--- config.mk ---
export PLATFORM = sky130hd
export DESIGN_NAME = mux8x1_rr_scheduler_flat
export DESIGN_NICKNAME = d
export VERILOG_FILES = /design/src/rtl/mux8x1_rr_scheduler_if.sv /design/src/rtl/mux8x1_rr_scheduler.sv /design/src/flat_wrapper.sv
export SDC_FILE = /design/constraint.sdc
export NUM_CORES = 1
export LEC_CHECK = 0
export CORE_UTILIZATION = 25
export CTS_CLUSTER_SIZE = 25
export DETAILED_ROUTE_END_ITERATION = 10
export DONT_BUFFER_PORTS = 1
export PLACE_DENSITY = 0.42
export SETUP_SLACK_MARGIN = 0.05
export SLEW_MARGIN = 20
export SYNTH_ARGS = -nofsm -noshare
export SYNTH_HDL_FRONTEND = slang
export SYNTH_SLANG_ARGS = --single-unit
--- constraint.sdc ---
create_clock -name clk -period 4.2 [get_ports clk]
set_input_delay 0.21 -clock clk [delete_from_list [all_inputs] [get_ports clk]]
set_output_delay 0.21 -clock clk [all_outputs]
set_load 0.01 [all_outputs]
--- src/rtl/mux8x1_rr_scheduler_if.sv ---
// Bus between the requesters/consumer and the round-robin lane scheduler.
// The lock signal exists only when MUX_RR_LOCK_EN is defined.
interface mux8x1_rr_scheduler_if #(
  parameter int DATA_W = 1
);
  logic [7:0]          req;
  logic [8*DATA_W-1:0] in;
  logic                out_ready;
`ifdef MUX_RR_LOCK_EN
  logic                lock;
`endif
  logic [2:0]          sel;
  logic [7:0]          grant;
  logic                out_valid;
  logic [DATA_W-1:0]   out;
  logic                busy;

`ifdef MUX_RR_LOCK_EN
  modport master (
    output req, in, out_ready, lock,
    input  sel, grant, out_valid, out, busy
  );
  modport slave (
    input  req, in, out_ready, lock,
    output sel, grant, out_valid, out, busy
  );
`else
  modport master (
    output req, in, out_ready,
    input  sel, grant, out_valid, out, busy
  );
  modport slave (
    input  req, in, out_ready,
    output sel, grant, out_valid, out, busy
  );
`endif
endinterface

--- src/rtl/mux8x1_rr_scheduler.sv ---
// Round-robin scheduler sharing one 8:1 lane mux among 8 requesters, bursts of up to
// BURST_MAX beats per grant. Optional grant hold via lock when MUX_RR_LOCK_EN is defined.
module mux8x1_rr_scheduler #(
  parameter int DATA_W    = 1,
  parameter int BURST_MAX = 4
) (
  input  logic                  clk,
  input  logic                  rst_n,
  mux8x1_rr_scheduler_if.slave  bus
);

  typedef enum logic [0:0] {
    IDLE = 1'b0,
    XFER = 1'b1
  } state_t;

  localparam logic [3:0] BURST_LIM = 4'(BURST_MAX);

  state_t     state_r, state_s;
  logic [2:0] sel_r, sel_s;
  logic [7:0] grant_r, grant_s;
  logic [3:0] beat_cnt_r, beat_cnt_s;
  logic [2:0] ptr_r, ptr_s;
  logic       lock_s;
  logic       out_valid_s;
  logic       accept_s;
  logic [2:0] pick_s;

  // First requesting lane at or after the pointer, scanning upward with 3-bit wrap.
  function automatic logic [2:0] rr_pick(input logic [7:0] r, input logic [2:0] p);
    logic [2:0] idx;
    logic [2:0] pick;
    logic       found;
    pick  = p;
    found = 1'b0;
    for (int i = 0; i < 8; i++) begin
      idx = p + 3'(i);
      if (!found && r[idx]) begin
        pick  = idx;
        found = 1'b1;
      end else begin
        pick  = pick;
        found = found;
      end
    end
    return pick;
  endfunction

`ifdef MUX_RR_LOCK_EN
  assign lock_s = bus.lock;
`else
  assign lock_s = 1'b0;
`endif

  assign out_valid_s = (state_r == XFER);
  assign accept_s    = out_valid_s & bus.out_ready;
  assign pick_s      = rr_pick(bus.req, ptr_r);

  // Next-state logic: arbitration in IDLE, beat counting and release in XFER.
  always_comb begin
    state_s    = state_r;
    sel_s      = sel_r;
    grant_s    = grant_r;
    beat_cnt_s = beat_cnt_r;
    ptr_s      = ptr_r;
    case (state_r)
      IDLE: begin
        if (|bus.req) begin
          sel_s      = pick_s;
          grant_s    = 8'd1 << pick_s;
          beat_cnt_s = 4'd0;
          state_s    = XFER;
        end else begin
          state_s    = IDLE;
        end
      end
      XFER: begin
        // A dropped request releases without counting a beat, even if accepted.
        if (!bus.req[sel_r]) begin
          state_s    = IDLE;
          grant_s    = 8'd0;
          beat_cnt_s = 4'd0;
          ptr_s      = sel_r + 3'd1;
        end else if (accept_s) begin
          if (!lock_s && (beat_cnt_r >= BURST_LIM - 4'd1)) begin
            state_s    = IDLE;
            grant_s    = 8'd0;
            beat_cnt_s = 4'd0;
            ptr_s      = sel_r + 3'd1;
          end else if (beat_cnt_r >= BURST_LIM) begin
            beat_cnt_s = BURST_LIM;
          end else begin
            beat_cnt_s = beat_cnt_r + 4'd1;
          end
        end else begin
          state_s = XFER;
        end
      end
      default: begin
        state_s    = IDLE;
        grant_s    = 8'd0;
        beat_cnt_s = 4'd0;
      end
    endcase
  end

  // State and registered outputs, synchronous active-low reset.
  always_ff @(posedge clk) begin
    if (!rst_n) begin
      state_r    <= IDLE;
      sel_r      <= 3'd0;
      grant_r    <= 8'd0;
      beat_cnt_r <= 4'd0;
      ptr_r      <= 3'd0;
    end else begin
      state_r    <= state_s;
      sel_r      <= sel_s;
      grant_r    <= grant_s;
      beat_cnt_r <= beat_cnt_s;
      ptr_r      <= ptr_s;
    end
  end

  // Lane data passes through unregistered; forced to zero outside a transfer.
  always_comb begin
    bus.out = '0;
    if (out_valid_s) begin
      bus.out = bus.in[sel_r*DATA_W +: DATA_W];
    end else begin
      bus.out = '0;
    end
  end

  assign bus.sel       = sel_r;
  assign bus.grant     = grant_r;
  assign bus.out_valid = out_valid_s;
  assign bus.busy      = out_valid_s;

endmodule

--- src/flat_wrapper.sv ---
// flat-port wrapper written by rule: the top's interface ports become plain ports
module mux8x1_rr_scheduler_flat 
#(
  parameter int DATA_W    = 1,
  parameter int BURST_MAX = 4
)
  (clk, rst_n, bus_req, bus_in, bus_out_ready, bus_sel, bus_grant, bus_out_valid, bus_out, bus_busy);
  mux8x1_rr_scheduler_if #(.DATA_W(DATA_W)) bus_i ();
  input  logic clk;
  input  logic rst_n;
  input wire logic [$bits(bus_i.req)-1:0] bus_req;
  input wire logic [$bits(bus_i.in)-1:0] bus_in;
  input wire logic [$bits(bus_i.out_ready)-1:0] bus_out_ready;
  output wire logic [$bits(bus_i.sel)-1:0] bus_sel;
  output wire logic [$bits(bus_i.grant)-1:0] bus_grant;
  output wire logic [$bits(bus_i.out_valid)-1:0] bus_out_valid;
  output wire logic [$bits(bus_i.out)-1:0] bus_out;
  output wire logic [$bits(bus_i.busy)-1:0] bus_busy;
  assign bus_i.req = bus_req;
  assign bus_i.in = bus_in;
  assign bus_i.out_ready = bus_out_ready;
  assign bus_sel = bus_i.sel;
  assign bus_grant = bus_i.grant;
  assign bus_out_valid = bus_i.out_valid;
  assign bus_out = bus_i.out;
  assign bus_busy = bus_i.busy;
  mux8x1_rr_scheduler #(.DATA_W(DATA_W), .BURST_MAX(BURST_MAX)) u_core (.clk(clk), .rst_n(rst_n), .bus(bus_i));
endmodule
==> flow_summary.yaml, run 1 <==
sta:
  finalSetupTns_ps: 0
  fmax_ghz: 0.288
  timing.final.crit_share_pct: 82.6
  slew_violations: 0
  skew_ps: 5.74
  holdWs_ps: 89.5
  hold_viol: 0
  setup_viol: 0
  timing.final.crit_period_ps: 3470
  rsz0062_at_grt: "false"
  worst_pin_slew_ps: 623
  slew_headroom_pct: 58.4
die:
  rows: 31
  io_pins: 33
  die_x_microns: 90.6
  die_area_sq_um: 8220
  core_sq_um: 7410
  fp.dieH_microns: 90.6
  start_util_pct: 26.5
global_route:
  grt_pass1_vias: 1621
  antenna_found_initial: 0
  grt_start_max_net_pins: 21
  grt_pass1_wl_microns: 8440
  grt_usage_pct: 12.5
  grt-ovfl-total: 0
clock_network:
  insertion_delay_ps: 260
  cts_num_sinks: 19
  cts-root-buf: "clkbuf_8"
  cts_buffer_depth: 2
  htree_levels: 1
  ctsResizeCount: 0
  hold_buffers: 0
  cts_tree: "yes"
  cts_setup_buffers: 0
  clk_pin_slew_worst_paths_ps: 70
  cts-buffers-inserted: 3
pwr:
  powerDensity_nw_per_um2: 608
  p_switching_mw: 0.598
  power.share.combinational_pct: 66.0
  p_int_mw: 0.646
  ir_drop_v: 0.000137
  clockPowerShare_pct: 10.2
  pwr-share-seq_pct: 23.8
  swShare_pct: 48.1
  p_leak_nw: 0.730
synthesis:
  synth.net_count: 230
  yosysWarningCount: 0
  seq_area_frac_synth_pct: 19.4
  ys_async_sr_fraction_pct: 0
  syn_area_sq_um: 1960
  synthFlopType: "dfxtp_1"
  synth_edf_count: 0
  yosys_register_bits: 19
  synthCells: 207
  synth_cell_type_count: 62
  avgSynthCellArea_sq_um: 9.49
run_status:
  status: "finished clean"
run:
  cap_viol_max_count: 0
critical_path:
  r2r_cells: 10
  worstPathMaxFanout: 13
  arrival_ps: 3620
  required_ps: 4350
  path_class: "reg2reg"
  start_kind: "flop"
  end_kind: "flop"
  rrSetupSlack_ps: 730
hold_path:
  whs_path_depth: 1
  hold_class: "in2reg"
cells_and_area:
  layout_commonest_cell: "mux2i_1"
  diodes: 0
  final_layout_size_suffix_gt1_share_pct: 17.8
  final_cell_mix: "20 x mux2i_1, 19 x dfxtp_1, 16 x nor2_1, 14 x nand2_1, 13 x mux4_2"
  area_growth_pct: 4.20
  nets: 226
placement:
  gp_congestion: 0.775
  dp_hpwl_microns: 3800
  io_buffers: 0
drt:
  drtPass1Iterations: 4
  vias: 1608
  drcViolationCount: 0
  wl_microns: 5080
  drt-initial-drc-count: 66
  ant_nets: 0
  wl_per_cell_microns: 16.9
  via_per_inst: 5.34
[routing by layer]
metal  vias up  part of all wire, %  global-route usage, %
li1        793                    -                      -
met1       779                   52                   18.1
met2        34                   43                   19.4
met3         2                  4.7                   3.03
met4         0                 0.20                   1.21
met5         -                    0                      0
[critical path: stages (launching register included)]
cell,delay (ps)
dfxtp_1,330
inv_1,110
ha_1,640
mux2i_1,180
mux4_2,570
a32oi_1,360
nor3_2,130
nor3b_1,150
o22ai_1,450
inv_1,180
a32o_2,270
[Yosys cell counts, types with 4 or more instances]
master / n / area share, %
nand3_1: 6 / 1.5
o21ai_0: 5 / 1.3
dfxtp_1: 19 / 19
o31ai_1: 4 / 1.5
inv_1: 11 / 2.1
mux4_2: 13 / 15
nand2_1: 14 / 2.7
ha_1: 4 / 2.5
a21oi_1: 9 / 2.3
nor2_1: 16 / 3.1
mux2i_1: 20 / 10
[worst paths after layout]
kind / endpoint / start
hold / removal: u_core.bus.busy$_SDFF_PN0_ / rst_n
setup reg to reg: u_core.bus.grant[2]$_SDFFE_PN0P_ / u_core.ptr_r[0]$_SDFFE_PN0P_
hold reg to reg: u_core.beat_cnt_r[2]$_SDFFE_PN0P_ / u_core.beat_cnt_r[2]$_SDFFE_PN0P_
setup / recovery: u_core.bus.grant[2]$_SDFFE_PN0P_ / u_core.ptr_r[0]$_SDFFE_PN0P_
[state kept, by name, summed over array words and instances, names as in the netlist]
signal             flops
u_core.beat_cnt_r      4
u_core.bus.busy        1
u_core.bus.grant       8
u_core.bus.sel         3
u_core.ptr_r           3
[cells by family (layout without fill, tap and decap cells)]
family                   after synthesis  count (layout)  synth area share (%)
buffers and inverters                 23              18                  7.71
adder cells (fa/ha/maj)                4               4                  2.55
AND/OR/NAND/NOR                       65              65                  17.4
AO/OA/AOI/OAI                         52              52                  20.1
XOR/XNOR                               5               5                  2.61
multiplexers                          39              39                  30.3
flip-flops                            19              19                  19.4
[power groups by stage]
stage,clock network [mW],logic (mW),registers [mW]
after floorplan,0,0.709,0.280
after global placement,0,0.821,0.302
after detailed placement,0,0.816,0.301
after CTS,0.134,0.819,0.297
after global routing,0.139,0.905,0.304
final,0.127,0.822,0.296
[final cells by class]
type                    count  area, sq um
fillers                   771         5360
multi-input cells         165         1430
flip-flops and latches     19          380
well taps                  99          124
clock buffers               3         41.3
inverters                  11         41.3
repair buffers              3         22.5
clock inverters             1         5.00
[stage by stage]
step	power, mW	utilization (%)	cell area [sq um]	setup slack [ps]	instances
2_1_floorplan	0.989	-	1960	591	207
3_3_place_gp	1.12	27.0	2000	759	297
3_5_place_dp	1.12	27.0	2000	717	297
4_1_cts	1.25	27.6	2050	723	301
5_1_grt	1.35	27.6	2050	459	301
6_report	1.24	27.6	2050	732	301
(Power assumes the default switching activity.)
==> run 2, diff against run 1 <==
Clock period 4.2 ns to 3.5 ns, I/O delays scaled along.
==> flow_summary.yaml, run 2 (synthesized netlist as in run 1, its figures left out) <==
critical_path:
  crit_start: "u_core.ptr_r[1]$_SDFFE_PN0P_"
  worstPathMaxFanout: 11
  crit_family: "compound AO/OA/AOI/OAI gates"
  path_class: "reg2reg"
  path_common_cell: "mux2i_1"
  arrival_ps: 3340
  cp_slowest_cell: "ha_2"
  regToRegStartpoint: "u_core.ptr_r[1]$_SDFFE_PN0P_"
  required_ps: 3640
  end_kind: "flop"
  path_cells: "inv_1 -> ha_2 -> mux2i_1 -> mux2i_1 -> o221ai_1 -> o21ai_0 -> a221o_1 -> a222oi_1 -> a21oi_2 -> a32o_2"
  path_buf_inv: 1
  start_kind: "flop"
  critPathMaxStageDelay_ps: 510
die:
  die_x_microns: 90.6
  fp.dieH_microns: 90.6
  io_pins: 33
  rows: 31
  start_util_pct: 26.5
  core_sq_um: 7410
  die_area_sq_um: 8220
pwr:
  powerDensity_nw_per_um2: 726
  p_leak_nw: 0.756
  ir_drop_v: 0.000217
  power.total_mw: 1.52
drt:
  ant_nets: 0
  wl_per_cell_microns: 16.0
  via_per_inst: 5.34
  drtPass1Iterations: 5
  vias: 1639
  wl_microns: 4910
  drcViolationCount: 0
  drt-initial-drc-count: 133
sta:
  setup_slack_ps: 304
  worst_pin_slew_ps: 673
  timing.final.crit_share_pct: 91.3
  finalSetupTns_ps: 0
  timing.final.crit_period_ps: 3200
  hold_viol: 0
  rsz0062_at_grt: "false"
  slew_headroom_pct: 55.1
  setup_viol: 0
  holdWs_ps: 47.9
  fmax_ghz: 0.313
  slew_violations: 0
  skew_ps: 0.740
global_route:
  grtUsageMet3_pct: 2.86
  grt_start_max_net_pins: 21
  grt_use_met2_pct: 19.4
  grt-ovfl-total: 0
  antenna_found_initial: 0
  grt_pass1_vias: 1570
  grt_usage_pct: 12.2
  met1_usage_pct: 17.0
  grt_busiest_layer: "met2"
  grt_pass1_wl_microns: 8170
clock_network:
  htree_levels: 1
  cts_tree: "yes"
  hold_buffers: 0
  insertion_delay_ps: 250
  clk_pin_slew_worst_paths_ps: 70
  cts_buffer_depth: 2
  cts_num_sinks: 19
  cts-buffers-inserted: 3
  cts-root-buf: "clkbuf_8"
cells_and_area:
  final_area_sq_um: 2100
  layout_commonest_cell: "mux2i_1"
  final_cell_mix: "20 x mux2i_1, 19 x dfxtp_1, 16 x nor2_1, 14 x nand2_1, 13 x mux4_2"
  diodes: 0
  final_util_pct: 28.3
  final_layout_size_suffix_gt1_share_pct: 20.7
  largest_reg_flops: 8
  stdcell_count: 307
  area_growth_pct: 6.88
  nets: 232
  fillers: 763
placement:
  dp.cells: 303
  gp_congestion: 0.800
  io_buffers: 0
  dp_hpwl_microns: 3770
  place_ws_ps: 250
  placed_area_sq_um: 2050
hold_path:
  worstHoldStart: "rst_n"
  hold_class: "in2reg"
run:
  cap_viol_max_count: 0
run_status:
  status: "finished clean"
-- run 2: cell count changes in the layout (fill, tap and decap cells not counted), sizes merged --
cell	before	now
clkinv	1	0
clkbuf	3	4
buf	3	9
-- run 2: report_power, final --
part / internal [mW] / leakage (nW) / switching (mW)
combinational: 0.471 / 0.579 / 0.551
sequential: 0.266 / 0.155 / 0.0873
clock: 0.0808 / 0.0228 / 0.0680
-- run 2: worst paths after layout --
| path | to | slack (ps) | cells past startpoint |
|---|---|---|---|
| hold reg to reg | u_core.beat_cnt_r[2]$_SDFFE_PN0P_ | 450 | 2 |
| setup / recovery | u_core.bus.grant[0]$_SDFFE_PN0P_ | 300 | 10 |
| setup reg to reg | u_core.bus.grant[0]$_SDFFE_PN0P_ | 300 | 10 |
| hold / removal | u_core.bus.busy$_SDFF_PN0_ | 50 | 1 |
-- run 2: worst register-to-register path: stages, from the launching register on --
cell	delay, ps
dfxtp_1	330
inv_1	60
ha_2	510
mux2i_1	340
mux2i_1	150
o221ai_1	320
o21ai_0	150
a221o_1	370
a222oi_1	410
a21oi_2	160
a32o_2	300
-- run 2: what timing repair did --
action | CTS | global route
gates resized for setup | 0 | 2
endpoints found under the setup margin | 0 | 9
buffers inserted | 0 | 0
-- run 2: cell type report --
class                      count  area [sq um]  share of cell area, %
clock buffer                   4          45.0                   2.15
inverter                      11          41.3                   1.97
multi-input combinational    165          1440                   68.7
sequential                    19           380                   18.1
tap                           99           124                   5.90
timing repair buffer           9          67.6                   3.22
-- run 2: routing by layer --
metal | up-vias | routed length (microns)
li1 | 803 | -
met1 | 785 | 2450
met2 | 51 | 2210
met3 | 0 | 246
met4 | 0 | 0
met5 | - | 0
